### src/rtl/imem_pkg.sv
// -----------------------------------------------------------------------------
// imem_pkg
// Shared definitions for the 16K x 64-bit instruction memory and its fetch
// sequencer.
//   IMEM_ADDR_W   : line address width
//   IMEM_DATA_W   : line width (four 16-bit instructions)
//   IMEM_DEPTH    : number of lines
//   fetch_state_t : fetch sequencer state encoding
// -----------------------------------------------------------------------------
package imem_pkg;

  localparam int IMEM_ADDR_W = 14;
  localparam int IMEM_DATA_W = 64;
  localparam int IMEM_DEPTH  = 16384;

  typedef enum logic {
    IDLE = 1'b0,
    RUN  = 1'b1
  } fetch_state_t;

endpackage : imem_pkg

### src/rtl/imem_fetch_ctrl.sv
// -----------------------------------------------------------------------------
// imem_fetch_ctrl
// Fetch sequencer for port A of the instruction memory. The memory registers
// its address on the clock edge and drives data combinationally from the
// latched address, so the pc register always mirrors that latched address
// while running.
//
// Ports:
//   clk            in   system clock (shared with memory port A)
//   rst            in   asynchronous, active-high reset
//   fetch_en       in   1 = fetch allowed
//   stall_in       in   decode cannot accept the current line
//   redirect_valid in   flush and restart fetch at redirect_addr
//   redirect_addr  in   redirect target line
//   mem_addr       out  memory port A address (combinational)
//   mem_data       in   memory port A read data
//   inst_line      out  line to decode (= mem_data)
//   inst_pc        out  line address of inst_line
//   inst_valid     out  inst_line is valid, correct-path data
//   line_count     out  number of lines consumed by decode
//
// state | meaning
// ------+---------------------------------------------------------------
// IDLE  | not fetching; pc holds the next line to fetch
// RUN   | fetching; pc holds the address latched into memory (on mem_data)
// -----------------------------------------------------------------------------
module imem_fetch_ctrl
  import imem_pkg::*;
#(
  parameter int                ADDR_W   = IMEM_ADDR_W,
  parameter int                DATA_W   = IMEM_DATA_W,
  parameter logic [ADDR_W-1:0] RESET_PC = '0,
  parameter int                CNT_W    = 16
) (
  input  logic              clk,
  input  logic              rst,
  input  logic              fetch_en,
  input  logic              stall_in,
  input  logic              redirect_valid,
  input  logic [ADDR_W-1:0] redirect_addr,
  output logic [ADDR_W-1:0] mem_addr,
  input  logic [DATA_W-1:0] mem_data,
  output logic [DATA_W-1:0] inst_line,
  output logic [ADDR_W-1:0] inst_pc,
  output logic              inst_valid,
  output logic [CNT_W-1:0]  line_count
);

  fetch_state_t      state_q;
  fetch_state_t      state_d;
  logic [ADDR_W-1:0] pc_q;
  logic [CNT_W-1:0]  line_count_q;
  logic              consume;

  // State register, pc and consumed-line counter.
  always_ff @(posedge clk or posedge rst) begin
    if (rst) begin
      state_q      <= IDLE;
      pc_q         <= RESET_PC;
      line_count_q <= '0;
    end else begin
      state_q <= state_d;
      pc_q    <= mem_addr;
      if (consume) begin
        line_count_q <= line_count_q + CNT_W'(1);
      end
    end
  end

  // Next-state logic. A stalled line is held until decode takes it, unless a
  // redirect discards it anyway.
  always_comb begin
    state_d = state_q;
    case (state_q)
      IDLE: begin
        if (fetch_en) begin
          state_d = RUN;
        end
      end
      RUN: begin
        if (!fetch_en && (!stall_in || redirect_valid)) begin
          state_d = IDLE;
        end
      end
      default: state_d = IDLE;
    endcase
  end

  // Output logic. mem_addr is forced to RESET_PC while reset is asserted so
  // the memory latches the reset line regardless of redirect inputs.
  always_comb begin
    mem_addr   = pc_q;
    inst_valid = 1'b0;
    consume    = 1'b0;
    case (state_q)
      IDLE: begin
        if (redirect_valid) begin
          mem_addr = redirect_addr;
        end
      end
      RUN: begin
        inst_valid = !redirect_valid;
        consume    = !redirect_valid && !stall_in;
        if (redirect_valid) begin
          mem_addr = redirect_addr;
        end else if (stall_in) begin
          mem_addr = pc_q;
        end else begin
          mem_addr = pc_q + ADDR_W'(1);
        end
      end
      default: begin
        mem_addr   = pc_q;
        inst_valid = 1'b0;
        consume    = 1'b0;
      end
    endcase
    if (rst) begin
      mem_addr = RESET_PC;
    end
  end

  assign inst_line  = mem_data;
  assign inst_pc    = pc_q;
  assign line_count = line_count_q;

endmodule : imem_fetch_ctrl
### config.mk
export PLATFORM = sky130hd
export DESIGN_NAME = imem_fetch_ctrl
export DESIGN_NICKNAME = d
export VERILOG_FILES = /design/src/rtl/imem_pkg.sv /design/src/rtl/imem_fetch_ctrl.sv
export SDC_FILE = /design/constraint.sdc
export NUM_CORES = 1
export LEC_CHECK = 0
export CAP_MARGIN = 0
export CORE_UTILIZATION = 32
export DETAILED_ROUTE_END_ITERATION = 10
export PLACE_DENSITY = 0.82
export SLEW_MARGIN = 40
export SYNTH_ARGS = -nofsm -noshare
export SYNTH_HDL_FRONTEND = slang
export SYNTH_SLANG_ARGS = --single-unit
### constraint.sdc
create_clock -name clk -period 1.9 [get_ports clk]
set_input_delay 0.38 -clock clk [delete_from_list [all_inputs] [get_ports clk]]
set_output_delay 0.38 -clock clk [all_outputs]
set_load 0.005 [all_outputs]
======== After elaboration in Yosys (flattened, before gate mapping) ========
Index checks and enable logic that the tools add are counted.
storage, ports and cells
  bits in registers ....................... 31
  input bits .............................. 83
  output and inout bits ................... 109
cells by class
  $add $sub $neg .......................... 2
  mux-type cells .......................... 10
  bitwise gates (word level) .............. 1
  reduce and logical (&&, ||, !) cells .... 6
operator list
  cell                                                             count
  14-bit two-way mux                                               4
  14-bit case mux with 2 select lines                              1
  16-bit by 1-bit adder with 16-bit output, second input constant  1
  14-bit by 1-bit adder with 14-bit output, second input constant  1
  1-bit two-way mux                                                4
  1-bit logical NOT                                                3
  1-bit logical AND                                                2
  1-bit case mux with 2 select lines                               1
  1-bit logical OR                                                 1
  1-bit inverter                                                   1

======== Logic depth before layout (Yosys ltp) ========
Gate-level depths: netlist of the first run.
  depth after elaboration ................. 5
  mapped depth ............................ 5
  mapped depth without buffers ............ 5

======== Worst setup path after synthesis of the first run ========
No wires, ideal clock.
  path type ............................... flip-flop to output port
  start ................................... reg pc_q[0] (netlist: inst_pc[0])
  end ..................................... out mem_addr[4]
  arrival time ............................ 1.408 ns
  path slack .............................. 0.112 ns
  stages on the path, launching flop included .. 6
  cell sequence ........................... dfrtp_1 -> ha_1 -> nand3b_1 -> or3_1 -> a21o_1 -> a21oi_1
between the ends
  longest elaborated chain between the ends .. 5
RTL lines
  item                                      RTL line                source
  from (decl)                               imem_fetch_ctrl.sv:51   logic [ADDR_W-1:0] pc_q;
  from (signal assigned)                    imem_fetch_ctrl.sv:63   pc_q <= mem_addr;
  14-bit by 1-bit adder with 14-bit output  imem_fetch_ctrl.sv:109  mem_addr = pc_q + ADDR_W'(1);
  14-bit two-way mux                        imem_fetch_ctrl.sv:106  end else if (stall_in) begin
  14-bit two-way mux                        imem_fetch_ctrl.sv:104  if (redirect_valid) begin
  14-bit case mux with 2 select lines       imem_fetch_ctrl.sv:95   case (state_q)
  14-bit two-way mux                        imem_fetch_ctrl.sv:118  if (rst) begin
  to (decl)                                 imem_fetch_ctrl.sv:41   output logic [ADDR_W-1:0] mem_addr,
No other way between the ends.

======== Final worst setup path of the first run ========
  start ................................... reg pc_q[0] (netlist: inst_pc[0])
  end ..................................... out mem_addr[10]
The elaborated chain is that of the path after synthesis.

==> impl_summary.txt, run 1 <==
----------------------------------------------------
[Worst setup path]
  Launching element type of the critical path ... flop
  Cell breakdown of the critical path ... ha_2 > nand3b_1 > buf_4 > nor4_4 > xnor2_1 > o21a_1 > buf_2
  Data arrival time of the worst path ... 1.88 ns
  Setup crit end ... mem_addr[10]
  Destination of the worst register-to-register timing path ... line_count[3]
  Critical path class ... flop to primary output
  Endpoint type of the worst setup path ... primary output
  Worst endpoint required time ... 1.52 ns
  Worst reg2reg setup slack ... 0.17 ns
  Maximum cell stage delay along the critical path ... 0.38 ns
  Peak fanout along the critical path ... 3
  Slowest library cell on the worst path ... sky130_fd_sc_hd__dfrtp_1
  RR Startpoint ... state_q
  Path depth of the worst reg2reg path ... 8
  Critical path launch point ... inst_pc[0]

[Min path]
  Hold Startpoint ... line_count[15]
  Hold/Removal Path Class ... flop to flop
  Instance count along the most critical hold path ... 1

[Logic synthesis]
  Post-Synthesis Net Count ... 314
  Count of distinct cell types in the synthesized netlist ... 33
  Share of the synthesized area in the top cell type ... 0.360
  Mapped Avg Cell Area ... 9.40 um2
  Share of the synthesized area in compound gates (AO/OA/AOI/OAI) ... 0.0721
  Warnings, synthesis ... 0
  Synthesized-area fraction occupied by and/or/nand/nor cells ... 0.165
  Xor-xnor portion of the synthesized cell area ... 0.102
  Number of synthesized register bits ... 31
  Register area share after synthesis ... 0.360
  Primary FF master, synth ... sky130_fd_sc_hd__dfrtp_1
  Synth Area in Adders ... 0.0116
  Share of synthesized registers carrying an async set or reset ... 1.00
  Cell area after synthesis ... 0.00215 mm2
  Leading post-synthesis cells by cell area ... sky130_fd_sc_hd__dfrtp_1 (36%), sky130_fd_sc_hd__buf_4 (22%), sky130_fd_sc_hd__xor2_1 (5.7%)
  Cell accounting for the most synthesized area ... sky130_fd_sc_hd__dfrtp_1
  Main combinational cell family by area after synthesis ... buffers and inverters
  Proportion of synthesized area in mux cells ... 0.0244
  Number of instances in the synthesized netlist ... 229
  Number of enable flip-flop cells after synthesis ... 0

[Clocking]
  Clock network latency to the later pin of the worst-skew pair ... 0.28 ns
  CTS sink count ... 31
  Number of buffers on the longest clock path ... 2
  H-tree levels ... 2
  Clock-pin slew on the worst setup and hold paths ... 0.07 ns
  Clock buffer count from CTS ... 5
  Hold-fix buffers at CTS ... 0
  CTS root buf ... sky130_fd_sc_hd__clkbuf_8
  TritonCTS clock tree ... yes

[Pwr]
  Total Power ... 2030 uW
  Proportion of power drawn by combinational gates ... 0.258
  Total power density per cell area ... 654 mW/mm2
  Switching Share ... 0.268
  Leakage Power ... 0.00159 uW
  Largest vdd supply drop ... 503 uV
  Clock Power Share ... 0.331
  Relative contribution of sequential cells to total power ... 0.412
  Int Power ... 1490 uW
  Net load switching power ... 543 uW

[Final layout]
  Layout cells sized above 1 ... 0.375
  Final core utilization ... 0.483
  Total of fill cells in the finished design ... 580
  Antenna diodes ... 0
  Layout overhead on the synthesized area ... 44.1%
  Non-filler cells, final ... 365
  NumNets Final ... 372

[Die]
  Initial Util ... 0.335
  Total number of placement rows ... 29
  Die Y ... 84.0 um
  Horizontal die dimension ... 84.0 um
  Placeable Area ... 0.00642 mm2
  Die Footprint ... 0.00706 mm2
  I/O pin count ... 192

[Global routing]
  Number of global-route vias before repair ... 1764
  Global-route wire length before repair ... 8.51 mm
  Largest net degree at the start of global routing ... 27
  GRT Util Overall ... 0.153
  Number of antenna violations at the first check in global routing ... 0
  Global route total overflow ... 0

[Placement]
  Final Wtd Congestion ... 0.794
  Total of buffers placed on input and output ports ... 63
  Post-placement cell count ... 331
  HPWL after detailed placement ... 3.57 mm

[Run status]
  Violations in the final reports ... design-rule violations, negative setup slack
  Outcome ... complete, but fails checks

[Routing]
  Via total after detailed routing ... 1743
  Via count normalized by instance count ... 4.78
  Number of optimization iterations in the first detailed-route pass ... 7
  Antenna Nets Post-Route ... 0
  Routed Wire Length ... 5.37 mm
  Avg WL per Cell ... 14.7 um
  Iteration-0 DRC count of the detailed router ... 88
  DR DRC count ... 30

[STA]
  RSZ-0062 raised after global routing ... true
  Fin worst setup slack ... -0.361 ns
  Final setup violating endpoints ... 13
  Worst clock skew on the final layout ... 0.00620 ns
  Highest clock frequency the design can meet ... 442 MHz
  Final Slew Violations ... 0
  Worst slew margin relative to its limit ... 0.775
  Final Critical Period ... 2.26 ns
  Portion of the clock cycle consumed by the worst path in the final layout ... 1.19
  Slew of the pin with the lowest slew margin ... 0.337 ns
  Number of failing hold endpoints at the final stage ... 0

[Job]
  Max-capacitance violation count ... 0

----------------------------------------------------
## synth_stat cells (all sizes together), types with 3 or more instances
cell    number
nor2         7
dfrtp       31
and3         3
nand3        6
clkbuf       4
mux2i        3
o21a         8
nand2       11
nor4         8
nor3         8
nand4        4
xnor2       11
inv         17
a21oi       11
nand2b       3
buf         65
xor2        14
## power groups by stage
stage               registers [uW]  clock network [uW]  logic [uW]
finish                         835                 671         523
global route                   847                 716         563
CTS                            836                 685         509
detailed placement             845                   0         490
global placement               841                   0         481
floorplan                      846                   0         275
## cells by family after synthesis
group,after synthesis
compound gates,24
buf+inv,86
fa+ha+maj,2
xor+xnor,25
flops,31
mux,5
simple gates,56
## flip-flops by register name, indices dropped and copies added (netlist names)
register / count
state_q: 1
inst_pc: 14
line_count: 16
## worst min-delay path by stage
stage / endpoint / slack, ns
6_report: line_count[15] / 0.48
3_3_place_gp: line_count[15] / 0.46
5_1_grt: line_count[15] / 0.49
4_1_cts: line_count[15] / 0.47
2_1_floorplan: line_count[15] / 0.46
3_5_place_dp: line_count[15] / 0.46
## timing repair
item / in CTS / in global routing
gates resized for setup: 96 / 12
cloned: 0 / 0
setup endpoints to repair: 20 / 13
setup buffers: 18 / 8
pin swaps: 33 / 21
## metrics by stage
| stage | instance area [um2] | setup TNS, ns | hold WS, ns | setup slack (ns) |
|---|---|---|---|---|
| after floorplan | 2150 | 0 | 0.465 | 0.112 |
| after global placement | 2620 | -12.74 | 0.458 | -0.818 |
| after detailed placement | 2620 | -13.62 | 0.465 | -0.821 |
| after CTS | 3010 | -3.35 | 0.474 | -0.318 |
| after global routing | 3100 | -4.55 | 0.493 | -0.486 |
| final | 3100 | -3.42 | 0.476 | -0.361 |
## layer usage
metal	global-route usage	share of wire	up-vias
met3	0.0287	0.070	28
li1	-	-	812
met1	0.174	0.40	815
met5	0	0	-
met2	0.265	0.50	88
met4	0.0972	0.030	0
## cells in the final DEF (no fill, tap or decap), types with 3 or more instances in the layout
| cell type | instances |
|---|---|
| sky130_fd_sc_hd__buf_2 | 13 |
| sky130_fd_sc_hd__xor2_1 | 14 |
| sky130_fd_sc_hd__mux2i_1 | 3 |
| sky130_fd_sc_hd__nor3_1 | 3 |
| sky130_fd_sc_hd__clkbuf_8 | 6 |
| sky130_fd_sc_hd__nor4_4 | 5 |
| sky130_fd_sc_hd__nor4_2 | 3 |
| sky130_fd_sc_hd__dfrtp_1 | 31 |
| sky130_fd_sc_hd__nand3_1 | 4 |
| sky130_fd_sc_hd__clkdlybuf4s50_1 | 46 |
| sky130_fd_sc_hd__inv_1 | 17 |
| sky130_fd_sc_hd__buf_4 | 39 |
| sky130_fd_sc_hd__o21a_1 | 8 |
| sky130_fd_sc_hd__nor3_4 | 5 |
| sky130_fd_sc_hd__buf_6 | 17 |
| sky130_fd_sc_hd__xnor2_1 | 9 |
| sky130_fd_sc_hd__a21oi_1 | 9 |
| sky130_fd_sc_hd__dlygate4sd2_1 | 3 |
| sky130_fd_sc_hd__nand4_1 | 3 |
| sky130_fd_sc_hd__nor2_1 | 5 |
| sky130_fd_sc_hd__and3_1 | 3 |
| sky130_fd_sc_hd__nand2_1 | 10 |
## area by class of cell
class,count,area (um2),area share
inverters,17,63.8,0.0206
clock buffers,6,82.6,0.0266
multi-input cells,112,986,0.318
well taps,77,96.3,0.0311
repair buffers,120,1060,0.342
flip-flops and latches,31,776,0.250
clock inverters,2,35.0,0.0113
## critical path: cells and delay by family, from the launching register on
kind,cells,cell delay [ns]
DFF,1,0.38
buffers and inverters,2,0.31
adders and majority gates,1,0.19
AOI/OAI and AO/OA,1,0.20
and+or+nand+nor,2,0.40
xor gates and xnor gates,1,0.12
No activity file was read; power rests on OpenSTA's default activity.
==> inputs of run 2 (changes only) <==
--- a/config.mk
+++ b/config.mk
@@ -7,7 +7,9 @@
 export LEC_CHECK = 0
 export CAP_MARGIN = 0
 export CORE_UTILIZATION = 32
+export CTS_BUF_LIST = sky130_fd_sc_hd__clkbuf_4 sky130_fd_sc_hd__clkbuf_8
 export DETAILED_ROUTE_END_ITERATION = 10
+export MAX_ROUTING_LAYER = met4
 export PLACE_DENSITY = 0.82
 export SLEW_MARGIN = 40
 export SYNTH_ARGS = -nofsm -noshare
==> impl_summary.txt, run 2 (same netlist as run 1, synthesis figures left out) <==
----------------------------------------------------
[Final layout]
  Max FFs per register ... 16
  Footprint of the flip-flops and latches ... 776 um2
  Area used by multi-input combinational logic ... 986 um2
  Most common cell after layout, fill and taps aside ... sky130_fd_sc_hd__clkdlybuf4s50_1
  Total of fill cells in the finished design ... 580
  Layout cells sized above 1 ... 0.375
  Commonest cells after routing, fill and taps aside ... sky130_fd_sc_hd__clkdlybuf4s50_1 (46), sky130_fd_sc_hd__buf_4 (39), sky130_fd_sc_hd__dfrtp_1 (31), sky130_fd_sc_hd__inv_1 (17), sky130_fd_sc_hd__buf_6 (17)
  Non-filler cells, final ... 365
  Antenna diodes ... 0
  NumNets Final ... 372
  Layout overhead on the synthesized area ... 44.1%

[Min path]
  Hold/Removal Path Class ... flop to flop

[Die]
  Horizontal die dimension ... 84.0 um
  Die Y ... 84.0 um
  I/O pin count ... 192
  Initial Util ... 0.335
  Total number of placement rows ... 29
  Die Footprint ... 0.00706 mm2
  Placeable Area ... 0.00642 mm2

[STA]
  Number of failing hold endpoints at the final stage ... 0
  RSZ-0062 raised after global routing ... true
  Worst slew margin relative to its limit ... 0.776
  Worst clock skew on the final layout ... 0.00826 ns
  Portion of the clock cycle consumed by the worst path in the final layout ... 1.19
  Highest clock frequency the design can meet ... 442 MHz
  Slew of the pin with the lowest slew margin ... 0.336 ns
  Fin worst setup slack ... -0.364 ns
  Final setup violating endpoints ... 13
  Final Slew Violations ... 0
  Final Critical Period ... 2.26 ns

[Pwr]
  Total Power ... 2030 uW
  Relative contribution of sequential cells to total power ... 0.412
  Proportion of power drawn by combinational gates ... 0.258
  Clock Power Share ... 0.331
  Largest vdd supply drop ... 502 uV
  Switching Share ... 0.268
  Total power density per cell area ... 655 mW/mm2
  Int Power ... 1490 uW
  Net load switching power ... 544 uW
  Leakage Power ... 0.00159 uW

[Clocking]
  Clock network latency to the later pin of the worst-skew pair ... 0.28 ns
  Hold-fix buffers at CTS ... 0
  Clock buffer count from CTS ... 5
  Number of buffers on the longest clock path ... 2
  CTS root buf ... sky130_fd_sc_hd__clkbuf_8
  CTS sink count ... 31
  TritonCTS clock tree ... yes
  H-tree levels ... 2
  Clock-pin slew on the worst setup and hold paths ... 0.07 ns

[Job]
  Max-capacitance violation count ... 0

[Worst setup path]
  Data arrival time of the worst path ... 1.88 ns
  Launching element type of the critical path ... flop
  Peak fanout along the critical path ... 3
  Critical path class ... flop to primary output
  Worst endpoint required time ... 1.52 ns
  Endpoint type of the worst setup path ... primary output

[Placement]
  Post-placement cell count ... 331
  HPWL after detailed placement ... 3.57 mm
  Total of buffers placed on input and output ports ... 63
  Final Wtd Congestion ... 0.805

[Routing]
  Iteration-0 DRC count of the detailed router ... 112
  DR DRC count ... 30
  Number of optimization iterations in the first detailed-route pass ... 7
  Avg WL per Cell ... 14.7 um
  Via total after detailed routing ... 1712
  Via count normalized by instance count ... 4.69
  Antenna Nets Post-Route ... 0
  Routed Wire Length ... 5.37 mm

[Global routing]
  Number of global-route vias before repair ... 1762
  GRT Util Overall ... 0.158
  Largest net degree at the start of global routing ... 27
  Global route total overflow ... 0
  Global-route wire length before repair ... 8.53 mm
  Number of antenna violations at the first check in global routing ... 0

[Run status]
  Violations in the final reports ... design-rule violations, negative setup slack
  Outcome ... complete, but fails checks

----------------------------------------------------
## run 2: cell counts in the layout (fill, tap and decap cells not counted)
Identical to the previous run, type by type.
## run 2: routing by layer
metal | up-vias | GRT usage | share of wire
met5 | - | - | 0
met4 | 0 | 0.0972 | 0.030
met3 | 26 | 0.0277 | 0.055
met2 | 64 | 0.265 | 0.50
met1 | 807 | 0.174 | 0.42
li1 | 815 | - | -
## run 2: worst max-delay path: stages, from the launching register on
cell and delay (ns):
sky130_fd_sc_hd__dfrtp_1 0.38, sky130_fd_sc_hd__ha_2 0.19, sky130_fd_sc_hd__nand3b_1 0.14, sky130_fd_sc_hd__buf_4 0.18, sky130_fd_sc_hd__nor4_4 0.26, sky130_fd_sc_hd__xnor2_1 0.12, sky130_fd_sc_hd__o21a_1 0.20, sky130_fd_sc_hd__buf_2 0.13
## run 2: worst paths after layout
kind                                     start              to  slack, ns  cells past startpoint
worst max-delay path                inst_pc[0]    mem_addr[10]      -0.36                      7
worst min-delay path            line_count[15]  line_count[15]       0.47                      1
worst max register to register         state_q   line_count[3]       0.17                      8
worst min register to register  line_count[15]  line_count[15]       0.47                      1
max in group asynchronous                  rst   line_count[0]       1.00                      4
min in group asynchronous                  rst     inst_pc[12]       0.70                      4
## run 2: layout make-up
class	count	share of cell area
well taps	77	0.0311
repair buffers	120	0.342
multi-input cells	112	0.318
inverters	17	0.0206
flip-flops and latches	31	0.250
clock buffers	6	0.0266
clock inverters	2	0.0113
## run 2: power groups by stage
stage          clock network [uW]  logic (uW)  registers [uW]
4_1_cts                       685         509             836
3_5_place_dp                    0         490             845
5_1_grt                       716         563             847
6_report                      672         523             835
2_1_floorplan                   0         275             846
3_3_place_gp                    0         481             841
## run 2: timing repair
item,in CTS,in global routing
setup buffers,18,8
gates cloned,0,0
endpoints found under the setup margin,20,13
hold endpoints to repair,0,0
pin swaps,33,21
gates resized for setup,96,12
## run 2: through the flow
stage                     instance area (um2)   util  worst slack [ns]  setup TNS (ns)  hold WS [ns]
final                                    3100  0.483            -0.364           -3.45         0.473
after CTS                                3010  0.469            -0.318           -3.35         0.474
after global routing                     3100  0.483            -0.486           -4.55         0.493
after floorplan                          2150      -             0.112               0         0.465
after detailed placement                 2620  0.408            -0.821          -13.62         0.465
after global placement                   2620  0.408            -0.818          -12.74         0.458
==> inputs of run 3 (changes only) <==
--- a/config.mk
+++ b/config.mk
@@ -8,6 +8,7 @@
 export CAP_MARGIN = 0
 export CORE_UTILIZATION = 32
 export CTS_BUF_LIST = sky130_fd_sc_hd__clkbuf_4 sky130_fd_sc_hd__clkbuf_8
+export CTS_CLUSTER_DIAMETER = 60
 export DETAILED_ROUTE_END_ITERATION = 10
 export MAX_ROUTING_LAYER = met4
 export PLACE_DENSITY = 0.82
==> results of run 3 <==
The final DEF is identical to that of run 2; final timing and power are the same.
==> RTL edit, RTL diff (flow settings as in run 2) <==
Reset style: synchronous (`rst`), changed in one clocked block. Comments in the files are not updated.
--- a/src/rtl/imem_fetch_ctrl.sv
+++ b/src/rtl/imem_fetch_ctrl.sv
@@ -53,7 +53,7 @@
   logic              consume;
 
   // State register, pc and consumed-line counter.
-  always_ff @(posedge clk or posedge rst) begin
+  always_ff @(posedge clk) begin
     if (rst) begin
       state_q      <= IDLE;
       pc_q         <= RESET_PC;
Formal check against the unedited RTL: differs if rst is asserted again (counterexample within 4 cycles, from zero or initial values and one cycle with rst high); with rst held inactive, the same outputs for 10 cycles.
==> RTL edit against run 2 <==
  * The run ends with negative setup slack left
  * Die area decreased by 0.74%
  * Power shrank 17%
  * Sequential cell count unchanged
  * Largest cell class unchanged
  * Sequential share of layout area is 5.9 points lower
  * Design area increased by 7.4%
  * Critical path depth unchanged
  * Via count increased by 21%
  * Setup slack improved by 0.072 ns
  * Area after synthesis is 0.76% lower
  * Utilization up 3.9 points
  * Critical path type unchanged
  * Routed wire length increased by 26%
  * Hold slack improved by 0.014 ns
==> RTL edit: results <==
[synth]
syn_nets = 345
yosys.area_share.adder_pct = 1.17
synth_top_cells_by_count = "buf_4 (64), dfxtp_1 (31), nor2_1 (20), o21a_1 (20)"
yosysUniqueCellTypes = 36
ys_top_cells_by_area = "dfxtp_1 (29%), buf_4 (22%), o21a_1 (7.0%)"
synthXorXnorAreaFrac_pct = 9.43

[worst_hold_path]
hold_depth = 2
worstHoldStart = "line_count[15]$_SDFFE_PP0P_"

[worst_setup_path]
crit_end = "mem_addr[7]"
ff2ff_setup_slack_ns = 0.10
r2r_end = "line_count[14]$_SDFFE_PP0P_"
critPathArrivalTime_ns = 1.81
r2r_cells = 5
r2r-start = "line_count[1]$_SDFFE_PP0P_"
critPathMaxFanout = 4
cp_slowest_cell = "dfxtp_4"

[timing]
finClkSkew_ns = 0.00554
setup_violations = 12
worst_pin_slew_ns = 0.325
setup_ws_ns = -0.292
hold_ws_ns = 0.487

[outcome]
violations = "negative setup slack"
outcome = "finished, violations left"

[place]
hpwl_um = 4370
gp_congestion = 0.756
dp.cells = 367
place_ws_ns = -0.791

[power]
internal-power_w = 0.00127
peakVddDrop_mv = 0.318
leakage_nw = 1.49

[final_layout]
n_all_buffers = 143
filler_cell_count = 574
final_area_sq_um = 3330
multi_input_cells = 143
multi_input_area_sq_um = 1200
fin_nets = 422
clockBufferCount = 8
drive_above_1_share_pct = 42.9

[clocking]
post_cts_buffers = 34

[global_routing]
first_global_vias = 2082
grt_usage_pct = 19.1

[drt]
drtIter0Drc = 79
routedWlPerCell_um = 16.3
[RTL edit: cell types whose count changed after synthesis, moves of 5 or more]
cell / delta
nand4_1: +5
o21a_1: +12
nor2_1: +13
dfxtp_1: +31
xor2_1: -6
dfrtp_1: -31
[RTL edit: power groups by stage]
stage | combinational [W] | clock (W) | sequential, W
after global routing | 0.000431 | 0.000638 | 0.000699
after detailed placement | 0.000324 | 0 | 0.000704
final | 0.000402 | 0.000592 | 0.000698
after global placement | 0.000318 | 0 | 0.000703
after CTS | 0.000366 | 0.000601 | 0.000693
after floorplan | 0.000215 | 0 | 0.000713
[RTL edit: routing by layer]
metal	vias to the layer above	track usage (%)	routed length [um]	share of wire (%)
met5	-	-	0	0
met4	0	10.5	290	4.3
met3	34	5.74	476	7.0
met2	89	33.5	3540	52
met1	982	18.9	2460	36
li1	968	-	-	-
